`src/rtl/led_pkg.sv`:
```
// Shared types and constants for the LED fade/PWM block.
// Gamma correction is selected at build time with LED_GAMMA_EN.
package led_pkg;

    typedef enum logic [1:0] {
        IDLE_OFF  = 2'd0,
        RAMP_UP   = 2'd1,
        IDLE_ON   = 2'd2,
        RAMP_DOWN = 2'd3
    } fade_state_t;

    localparam logic LED_ON  = 1'b0;
    localparam logic LED_OFF = 1'b1;
    localparam int   NUM_CH  = 3;

    function automatic logic is_ramping(input fade_state_t s);
        return (s == RAMP_UP) || (s == RAMP_DOWN);
    endfunction

endpackage

```
`src/rtl/led_fade_channel.sv`:
```
// One LED channel: fade FSM, brightness level, optional gamma stage
// (LED_GAMMA_EN) and the PWM compare driving the active-low pin.
module led_fade_channel
    import led_pkg::*;
#(
    parameter int PWM_BITS = 8
) (
    input  logic                clk_in,
    input  logic                rst_n,
    input  logic                step_tick,
    input  logic                led_in,
    input  logic [PWM_BITS-1:0] pwm_cnt,
    output logic                led_pwm_out,
    output logic                ramping
);

    localparam logic [PWM_BITS-1:0] MAX = '1;

    fade_state_t         state_q, state_d;
    logic [PWM_BITS-1:0] level_q, level_d;
    logic                out_q, out_d;
    logic [PWM_BITS-1:0] level_inc, level_dec, eff_level;
    logic                target_on, lit;

    assign target_on = (led_in == LED_ON);
    assign level_inc = (level_q == MAX) ? MAX : level_q + 1'b1;
    assign level_dec = (level_q == '0) ? '0 : level_q - 1'b1;

    // A reversal only flips direction; the level moves on the next tick.
    always_comb begin
        state_d = state_q;
        level_d = level_q;
        case (state_q)
            IDLE_OFF: if (target_on) state_d = RAMP_UP;
            RAMP_UP: begin
                if (!target_on) begin
                    state_d = RAMP_DOWN;
                end else if (step_tick) begin
                    level_d = level_inc;
                    if (level_inc == MAX) state_d = IDLE_ON;
                end
            end
            IDLE_ON: if (!target_on) state_d = RAMP_DOWN;
            RAMP_DOWN: begin
                if (target_on) begin
                    state_d = RAMP_UP;
                end else if (step_tick) begin
                    level_d = level_dec;
                    if (level_dec == '0) state_d = IDLE_OFF;
                end
            end
            default: state_d = IDLE_OFF;
        endcase
    end

`ifdef LED_GAMMA_EN
    logic [2*PWM_BITS-1:0] level_sq;
    logic [PWM_BITS-1:0]   eff_q, eff_d;

    assign level_sq = {{PWM_BITS{1'b0}}, level_q} * {{PWM_BITS{1'b0}}, level_q};

    // Full brightness must stay fully on; the square alone would land one short.
    always_comb begin
        eff_d = level_sq[2*PWM_BITS-1:PWM_BITS];
        if (level_q == MAX) eff_d = MAX;
    end

    always_ff @(posedge clk_in) begin
        if (!rst_n) eff_q <= '0;
        else        eff_q <= eff_d;
    end

    assign eff_level = eff_q;
`else
    assign eff_level = level_q;
`endif

    assign lit = (eff_level == MAX) || (eff_level > pwm_cnt);

    always_comb begin
        out_d = lit ? LED_ON : LED_OFF;
    end

    always_ff @(posedge clk_in) begin
        if (!rst_n) begin
            state_q <= IDLE_OFF;
            level_q <= '0;
            out_q   <= LED_OFF;
        end else begin
            state_q <= state_d;
            level_q <= level_d;
            out_q   <= out_d;
        end
    end

    assign led_pwm_out = out_q;
    assign ramping     = is_ramping(state_d);

endmodule

```
`src/rtl/led_fade_pwm.sv`:
```
// RGB LED fader: turns pattern edges into linear PWM brightness ramps.
// Define LED_GAMMA_EN for a squared brightness curve (one extra cycle to pin).
module led_fade_pwm
    import led_pkg::*;
#(
    parameter int PWM_BITS = 8,
    parameter int STEP_DIV = 93_750
) (
    input  logic       clk_in,
    input  logic       rst_n,
    input  logic [2:0] led_in,
    output logic [2:0] led_pwm_out,
    output logic       busy
);

    localparam int               PRE_W    = (STEP_DIV > 1) ? $clog2(STEP_DIV) : 1;
    localparam logic [PRE_W-1:0] PRE_LAST = PRE_W'(STEP_DIV - 1);

    logic [PWM_BITS-1:0] pwm_cnt_q, pwm_cnt_d;
    logic [PRE_W-1:0]    presc_q, presc_d;
    logic                busy_q, busy_d;
    logic                step_tick;
    logic [NUM_CH-1:0]   ramping;

    assign step_tick = (presc_q == PRE_LAST);

    always_comb begin
        pwm_cnt_d = pwm_cnt_q + 1'b1;
        presc_d   = step_tick ? '0 : presc_q + 1'b1;
        busy_d    = |ramping;
    end

    always_ff @(posedge clk_in) begin
        if (!rst_n) begin
            pwm_cnt_q <= '0;
            presc_q   <= '0;
            busy_q    <= 1'b0;
        end else begin
            pwm_cnt_q <= pwm_cnt_d;
            presc_q   <= presc_d;
            busy_q    <= busy_d;
        end
    end

    for (genvar i = 0; i < NUM_CH; i++) begin : g_ch
        led_fade_channel #(.PWM_BITS(PWM_BITS)) u_ch (
            .clk_in      (clk_in),
            .rst_n       (rst_n),
            .step_tick   (step_tick),
            .led_in      (led_in[i]),
            .pwm_cnt     (pwm_cnt_q),
            .led_pwm_out (led_pwm_out[i]),
            .ramping     (ramping[i])
        );
    end

    assign busy = busy_q;

endmodule

```
`config.mk`:
```
export PLATFORM = sky130hd
export DESIGN_NAME = led_fade_pwm
export DESIGN_NICKNAME = d
export VERILOG_FILES = /design/src/rtl/led_pkg.sv /design/src/rtl/led_fade_channel.sv /design/src/rtl/led_fade_pwm.sv
export SDC_FILE = /design/constraint.sdc
export NUM_CORES = 1
export LEC_CHECK = 0
export ABC_AREA = 1
export CORE_UTILIZATION = 68
export CTS_CLUSTER_DIAMETER = 150
export CTS_CLUSTER_SIZE = 40
export DETAILED_ROUTE_END_ITERATION = 10
export PLACE_DENSITY = 0.85
export SETUP_SLACK_MARGIN = 0.05
export SYNTH_ARGS = -nofsm -noshare
export SYNTH_HDL_FRONTEND = slang
export SYNTH_SLANG_ARGS = --single-unit
```
`constraint.sdc`:
```
create_clock -name clk_in -period 4.8 [get_ports clk_in]
set_input_delay 0.96 -clock clk_in [delete_from_list [all_inputs] [get_ports clk_in]]
set_output_delay 0.96 -clock clk_in [all_outputs]
set_load 0.02 [all_outputs]
```
==> results of run 1 <==
-- worst max-delay path, delay by kind of cell --
family,cells,cell delay [ns]
simple gates,1,0.25
compound gates,2,0.32
buf+inv,3,1.36
-- registers in the layout (all words and copies together), names as in the netlist --
name                   flops
presc_q                   17
busy                       1
g_ch.u_ch.eff_level       24
pwm_cnt_q                  8
g_ch.u_ch.state_q          6
g_ch.u_ch.led_pwm_out      3
-- metrics by stage --
stage	setup WS, ns	hold WS [ns]	power (mW)	util (%)
after floorplan	2.91	0.433	0.608	-
after global placement	1.98	0.443	0.633	71.9
after detailed placement	1.92	0.452	0.637	71.9
after CTS	2.21	0.471	1.11	75.1
after global routing	2.02	0.487	1.15	75.1
final	2.22	0.463	1.11	75.1
-- worst max path at each step --
| stage | to | depth (start not counted) | startpoint |
|---|---|---|---|
| finish | presc_q[10] | 6 | rst_n |
| global route | presc_q[10] | 6 | rst_n |
| CTS | presc_q[10] | 6 | rst_n |
| detailed placement | presc_q[10] | 6 | rst_n |
| global placement | presc_q[10] | 6 | rst_n |
| floorplan | presc_q[2] | 6 | rst_n |
-- power by group --
group	switching [mW]	internal, mW	total (mW)
Sequential	0.0133	0.504	0.517
Clock	0.234	0.247	0.482
Combinational	0.0678	0.0412	0.109
Total	0.315	0.793	1.11
-- cells in the mapped netlist, types with 8 or more instances --
master / n
nand2_1: 186
nor2_1: 95
inv_1: 85
nand3_1: 64
dfxtp_1: 59
a21oi_1: 40
ha_1: 33
o21ai_0: 24
nand4_1: 17
nand2_2: 12
nor3_1: 9
a211oi_1: 8
a221oi_1: 8
xor2_1: 8
-- per-layer routing --
layer / GRT usage, % / vias up / wire length (um)
met5: 0 / - / 0
met2: 56.9 / 163 / 5220
met1: 41.0 / 2161 / 4880
met4: 10.7 / 0 / 180
li1: - / 2379 / -
met3: 5.60 / 16 / 718
-- cells by family after synthesis --
group,share of synthesized area (%)
adders and majority gates,8.97
AOI/OAI and AO/OA,15.7
DFF,25.6
buffers and inverters,10.6
xor gates and xnor gates,1.90
and+or+nand+nor,37.2
-- final cells by class --
| class | count | area [um^2] |
|---|---|---|
| clock buffers | 9 | 124 |
| clock inverters | 7 | 81.3 |
| repair buffers | 9 | 87.6 |
| well taps | 77 | 96.3 |
| fillers | 546 | 1610 |
| multi-input cells | 547 | 2940 |
| inverters | 92 | 345 |
| flip-flops and latches | 59 | 1180 |
==> results.json, run 1 <==
{
  "status": "finished clean",
  "tns_ns": 0,
  "power.density_mw_per_mm2": 228,
  "cts.hold.buffers_added": 0,
  "reg2reg_from": "g_ch[2].u_ch.eff_level[0]",
  "timing.rr.end": "busy",
  "synth.top_cell.area_share_pct": 25.6,
  "final.min_clock_period_ns": 2.58,
  "grt_pass1_vias": 4282,
  "vdd_drop_max_v": 0.000261,
  "synth-seq-cells": 59,
  "fin_cells": 800,
  "clock-sinks": 59,
  "fin_crit_sh_pct": 53.8,
  "drv_slew": 0,
  "die_w_um": 84.3,
  "worst_r2r_path_depth": 15,
  "postCtsSetupBuffers": 0,
  "hp-class": "reg2reg",
  "r2r_slack_ns": 2.57,
  "antenna_found_initial": 0,
  "place_inst": 784,
  "clock_latency_ns": 0.36,
  "min_from": "presc_q[0]",
  "synth_top_cell_by_area": "dfxtp_1",
  "worstSetupStartpointType": "input port",
  "synth_nets": 756,
  "synthArstFlopShare_pct": 0,
  "leakage_nw": 2.23,
  "cts_max_level": 3,
  "first_iter_violations": 353,
  "die_h_um": 84.3,
  "drive_above_1_share_pct": 7.19,
  "via_per_inst": 5.90,
  "cts_buffers": 9,
  "grt_overflow": 0,
  "holdPathStages": 1,
  "path_cells": "clkdlybuf4s50_1, clkinv_1, nor2_1, inv_1, a21oi_1, o21a_1",
  "cts-resized-gates": 0,
  "cts_root_buffer": "clkbuf_8",
  "diodes": 0,
  "io_pins": 9,
  "grt_start_max_net_pins": 25,
  "setup_viol": 0,
  "placed_cell_area_mm2": 0.00465,
  "syn2layout_area_growth_pct": 5.35,
  "syn_area_per_cell_um2": 6.41,
  "grtUsageTotal_pct": 32.6,
  "ys.flop_type": "dfxtp_1",
  "mostFrequentLayoutCells": "nand2_1 (186), nor2_1 (95), inv_1 (85)",
  "worstHoldEndpoint": "presc_q[0]",
  "ys_warn_count": 0,
  "clock.fmax_mhz": 387,
  "final_common_cell": "nand2_1",
  "globalplace.congestion": 0.981,
  "synth.cell_area_mm2": 0.00461,
  "finClkSkew_ns": 0.0113,
  "path_clk_slew_ns": 0.08,
  "cts_tree": "yes",
  "worst_slew_pin_slew_ns": 0.672,
  "path_class": "in2reg",
  "vias": 4719,
  "syn_inst": 718,
  "synth_area_leaders": "dfxtp_1 (26%), nand2_1 (15%), ha_1 (9.0%)",
  "drtAntennaViolNets": 0,
  "grt_pass1_wl_um": 19000,
  "crit_arrival_ns": 2.89,
  "synth_edf_count": 0,
  "synth_cell_types": 37,
  "end_kind": "flop",
  "finalHoldViolations": 0,
  "core_mm2": 0.00646,
  "port_buffers": 8,
  "start_util_pct": 71.3,
  "drc_errors": 0,
  "maxCapViolations": 0,
  "seq_area_frac_synth_pct": 25.6,
  "relSlewSlack_pct": 55.1,
  "clockBufferDepth": 2,
  "critPathMaxStageDelay_ns": 0.90,
  "wl_um": 11000,
  "row_count": 29,
  "dr.pass1.iters": 5,
  "cp_max_fo": 18,
  "stdcell_area_mm2": 0.00485,
  "rsz0062_at_grt": "no",
  "fin_nets": 756,
  "dp_hpwl_um": 8170,
  "die-area_mm2": 0.00711,
  "crit_slowest_cell": "clkdlybuf4s50_1",
  "wl_per_cell_um": 13.7,
  "cp.required_ns": 5.11
}
Note: power is estimated with default switching activity, not from simulation.
==> inputs of run 2 (changes only) <==
CORE_UTILIZATION = 63   (was 68)
PLACE_DENSITY = 0.79   (was 0.85)
clock period = 2.5 ns   (was 4.8 ns; I/O delays follow)
==> run 2 against run 1 <==
Net effect:
- clock skew up 0.0027 ns
- register-to-register slack worse by 2.2 ns
- setup slack got worse by 1.9 ns
- largest cell class unchanged
- sequential share of layout area decreased by 0.16 points
- first-iteration DRC count shrank 5.9%
- non-clock buffer count up 1
- core utilization fell by 4.8 points
==> results.json, run 2 (synthesis gave the netlist of run 1 again) <==
{
  "status": "finished clean",
  "grt_pass1_vias": 4160,
  "drtAntennaViolNets": 0,
  "cts-resized-gates": 0,
  "cp.required_ns": 2.75,
  "postCtsSetupBuffers": 0,
  "crit_path_frequent_cell": "nand2_1",
  "die-area_mm2": 0.00766,
  "grt_overflow": 0,
  "cts_buffers": 9,
  "diodes": 0,
  "syn2layout_area_growth_pct": 6.06,
  "mostFrequentLayoutCells": "nand2_1 (186), nor2_1 (95), inv_1 (85)",
  "drc_errors": 0,
  "worst-path-buf-inv": 1,
  "final.min_clock_period_ns": 2.15,
  "postLayoutSetupSlackWorst_ns": 0.353,
  "final_util_pct": 70.3,
  "final_common_cell": "nand2_1",
  "topRoutingLayerUsed": "met4",
  "rsz0062_at_grt": "no",
  "drv_slew": 0,
  "via_per_inst": 5.67,
  "route.met3.wl_um": 770,
  "clock_latency_ns": 0.36,
  "dr.pass1.iters": 7,
  "leakage_nw": 2.23,
  "worstSetupStartpointType": "flop",
  "wl_per_cell_um": 13.5,
  "path_class": "reg2reg",
  "path_clk_slew_ns": 0.08,
  "wl_met2_um": 5170,
  "cts.hold.buffers_added": 0,
  "crit_arrival_ns": 2.39,
  "io_pins": 9,
  "hp-class": "reg2reg",
  "core_mm2": 0.00694,
  "crit_slowest_cell": "dfxtp_1",
  "tns_ns": 0,
  "crit_family": "simple AND/OR/NAND/NOR gates",
  "row_count": 30,
  "setup_viol": 0,
  "m1WireLength_um": 4960,
  "fin_nets": 757,
  "clock.fmax_mhz": 466,
  "grt_start_max_net_pins": 25,
  "fin_crit_sh_pct": 85.9,
  "worst_slew_pin_slew_ns": 0.560,
  "largest_reg_flops": 24,
  "maxCapViolations": 0,
  "clock-sinks": 59,
  "pre_cts_ws_ns": 0.354,
  "finClkSkew_ns": 0.0139,
  "wl_um": 11000,
  "critPathMaxStageDelay_ns": 0.45,
  "port_buffers": 8,
  "die_w_um": 87.5,
  "dp_hpwl_um": 8110,
  "grtUsageTotal_pct": 30.7,
  "cts_tree": "yes",
  "first_iter_violations": 332,
  "globalplace.congestion": 0.960,
  "cp_max_fo": 8,
  "antenna_found_initial": 0,
  "cts_max_level": 3,
  "clockBufferDepth": 2,
  "die_h_um": 87.5,
  "vdd_drop_max_v": 0.000434,
  "start_util_pct": 66.3,
  "end_kind": "flop",
  "relSlewSlack_pct": 62.5,
  "vias": 4652,
  "drive_above_1_share_pct": 7.32,
  "grt_pass1_wl_um": 18500,
  "power.density_mw_per_mm2": 440,
  "path_cells": "ha_1, nand2_2, nor2_2, nand2_2, nand2_1, nand2_1, nor2_1, nand3_1, o21bai_1, nand2_1, nand2_1, nand2_1, inv_1, nand2_1",
  "cts_root_buffer": "clkbuf_8",
  "finalHoldViolations": 0
}
[run 2: changes by cell type in the layout (fill, tap and decap cells not counted)]
cell,change
clkinvlp_4,-1
clkinv_4,+1
buf_4,+1
[run 2: final timing paths]
kind	cells after the start	slack [ns]	start	endpoint
max	14	0.35	g_ch[1].u_ch.eff_level[1]	busy
min	1	0.47	presc_q[0]	presc_q[0]
max reg2reg	14	0.35	g_ch[1].u_ch.eff_level[1]	busy
min reg2reg	1	0.47	presc_q[0]	presc_q[0]
[run 2: where the power goes]
part / leakage (nW) / internal, mW / switching, mW
combinational: 1.65 / 0.0802 / 0.130
clock: 0.105 / 0.478 / 0.470
sequential: 0.479 / 0.968 / 0.0238
total: 2.23 / 1.53 / 0.624
[run 2: cell type report]
class,count,area [um^2]
clock buffers,9,124
clock inverters,7,82.6
fillers,599,2060
inverters,92,345
multi-input cells,547,2940
flip-flops and latches,59,1180
well taps,96,120
repair buffers,10,95.1
[run 2: worst register-to-register path: stages, from the launching register on]
cell      delay [ns]
dfxtp_1         0.45
ha_1            0.28
nand2_2         0.09
nor2_2          0.15
nand2_2         0.14
nand2_1         0.12
nand2_1         0.06
nor2_1          0.11
nand3_1         0.11
o21bai_1        0.15
nand2_1         0.08
nand2_1         0.12
nand2_1         0.07
inv_1           0.06
nand2_1         0.05
[run 2: per-layer routing]
metal / track usage [%] / vias up
met5: 0 / -
met4: 10.6 / 0
met3: 5.12 / 20
met2: 50.6 / 181
met1: 40.7 / 2065
li1: - / 2386
[run 2: stage by stage]
step                cells  power [mW]  area [um^2]  hold slack, ns
finish                820        2.15         4880           0.468
global route          820        2.23         4880           0.510
detailed placement    804        1.22         4680           0.453
floorplan             718        1.17         4610           0.433
CTS                   820        2.17         4880           0.473
global placement      804        1.22         4680           0.447
==> inputs of run 3 (changes only) <==
CELL_PAD_IN_SITES_DETAIL_PLACEMENT = 0   (was unset)
CELL_PAD_IN_SITES_GLOBAL_PLACEMENT = 1   (was unset)
CORE_UTILIZATION = 45   (was 63)
==> run 3 against run 2 <==
Net effect:
- sequential share of layout area fell by 0.26 points
- critical path depth fell by 1
- hold slack improved by 0.012 ns
- core utilization fell by 20 points
- die area rose by 39%
- setup slack improved by 0.028 ns
- largest cell class unchanged
- sequential power barely moved
- clock skew rose by 0.00088 ns
- non-clock buffer count rose by 1
- critical path type unchanged
==> results.json, run 3 (synthesis gave the netlist of run 1 again) <==
{
  "grtUsageTotal_pct": 23.1,
  "start_util_pct": 46.7,
  "path_class": "reg2reg",
  "syn2layout_area_growth_pct": 7.20,
  "status": "finished clean",
  "mostFrequentLayoutCells": "nand2_1 (186), nor2_1 (95), inv_1 (85)",
  "via_per_inst": 5.26,
  "end_kind": "flop",
  "drv_slew": 0,
  "clockBufferDepth": 2,
  "drc_errors": 0,
  "crit_arrival_ns": 2.37,
  "whs_ns": 0.480,
  "wl_um": 11400,
  "worst_slew_pin_slew_ns": 0.558,
  "clock-sinks": 59,
  "io_pins": 9,
  "final.min_clock_period_ns": 2.12,
  "maxCapViolations": 0,
  "first_iter_violations": 189,
  "port_buffers": 8,
  "tns_ns": 0,
  "final_common_cell": "nand2_1",
  "grt_start_max_net_pins": 25,
  "die_w_um": 103,
  "power.density_mw_per_mm2": 433,
  "core_mm2": 0.00986,
  "wl_per_cell_um": 13.3,
  "hp-class": "reg2reg",
  "globalplace.congestion": 0.863,
  "fin_nets": 758,
  "final.fill_count": 1021,
  "drive_above_1_share_pct": 7.45,
  "postCtsSetupBuffers": 0,
  "cts_buffers": 9,
  "relSlewSlack_pct": 62.6,
  "cts_max_level": 3,
  "cts_tree": "yes",
  "cp_max_fo": 9,
  "worstSetupStartpointType": "flop",
  "cts_root_buffer": "clkbuf_8",
  "dp_hpwl_um": 8540,
  "drtAntennaViolNets": 0,
  "grt_overflow": 0,
  "finalHoldViolations": 0,
  "fin_crit_sh_pct": 84.7,
  "rsz0062_at_grt": "no",
  "cp.required_ns": 2.75,
  "leakage_nw": 2.23,
  "path_clk_slew_ns": 0.08,
  "vias": 4512,
  "largest_reg_flops": 24,
  "row_count": 36,
  "grt_pass1_wl_um": 19100,
  "diodes": 0,
  "cts.hold.buffers_added": 0,
  "clock.fmax_mhz": 472,
  "dr.pass1.iters": 5,
  "cts-resized-gates": 0,
  "antenna_found_initial": 0,
  "clock_latency_ns": 0.35,
  "regArea_mm2": 0.00118,
  "finClkSkew_ns": 0.0148,
  "die_h_um": 103,
  "grt_pass1_vias": 4009,
  "vdd_drop_max_v": 0.000308,
  "setup_viol": 0,
  "multi_input_area_mm2": 0.00294,
  "die-area_mm2": 0.0106
}
run 3: worst max-delay path, stage by stage, from the launching register on:
cell and delay, ns:
dfxtp_1 0.38, inv_2 0.17, ha_1 0.24, nand3_1 0.14, nor2_1 0.23, inv_2 0.12, nand2_1 0.08, nand3_1 0.07
nor2_1 0.18, nand4_1 0.11, nand3_1 0.10, nand2_1 0.06, nand2_2 0.08, nand2_1 0.06
run 3: cell type report:
class                      count  share of cell area, %
multi-input combinational    547                   59.5
sequential                    59                   23.9
inverter                      92                   6.99
tap                          133                   3.37
clock buffer                   9                   2.51
timing repair buffer          11                   2.08
clock inverter                 7                   1.65
run 3: report_power, final:
| group | switching (mW) | leakage (nW) | internal [mW] |
|---|---|---|---|
| Clock | 0.461 | 0.101 | 0.476 |
| Sequential | 0.0260 | 0.479 | 0.968 |
| Combinational | 0.129 | 1.65 | 0.0804 |
| Total | 0.616 | 2.23 | 1.52 |
run 3: worst paths after layout:
path                                  start            to  slack (ns)  cells past startpoint
hold / removal                 pwm_cnt_q[7]  pwm_cnt_q[7]        0.48                      2
setup / recovery  g_ch[0].u_ch.eff_level[0]          busy        0.38                     13
hold reg to reg                pwm_cnt_q[7]  pwm_cnt_q[7]        0.48                      2
setup reg to reg  g_ch[0].u_ch.eff_level[0]          busy        0.38                     13
run 3: through the flow:
step	cell area, um^2	std cells	util, %	setup slack (ns)	power [mW]
after floorplan	4610	718	-	0.776	1.17
after global placement	4730	842	48.0	0.375	1.23
after detailed placement	4730	842	48.0	0.314	1.23
after CTS	4940	858	50.1	0.360	2.17
after global routing	4940	858	50.1	0.172	2.24
final	4940	858	50.1	0.381	2.14
run 3: per-layer routing:
| layer | vias to the layer above | global-route usage [%] | share of wire [%] |
|---|---|---|---|
| li1 | 2378 | - | - |
| met1 | 2029 | 32.1 | 49 |
| met2 | 96 | 37.6 | 46 |
| met3 | 9 | 2.64 | 4.1 |
| met4 | 0 | 6.61 | 0.95 |
| met5 | - | 0 | 0 |
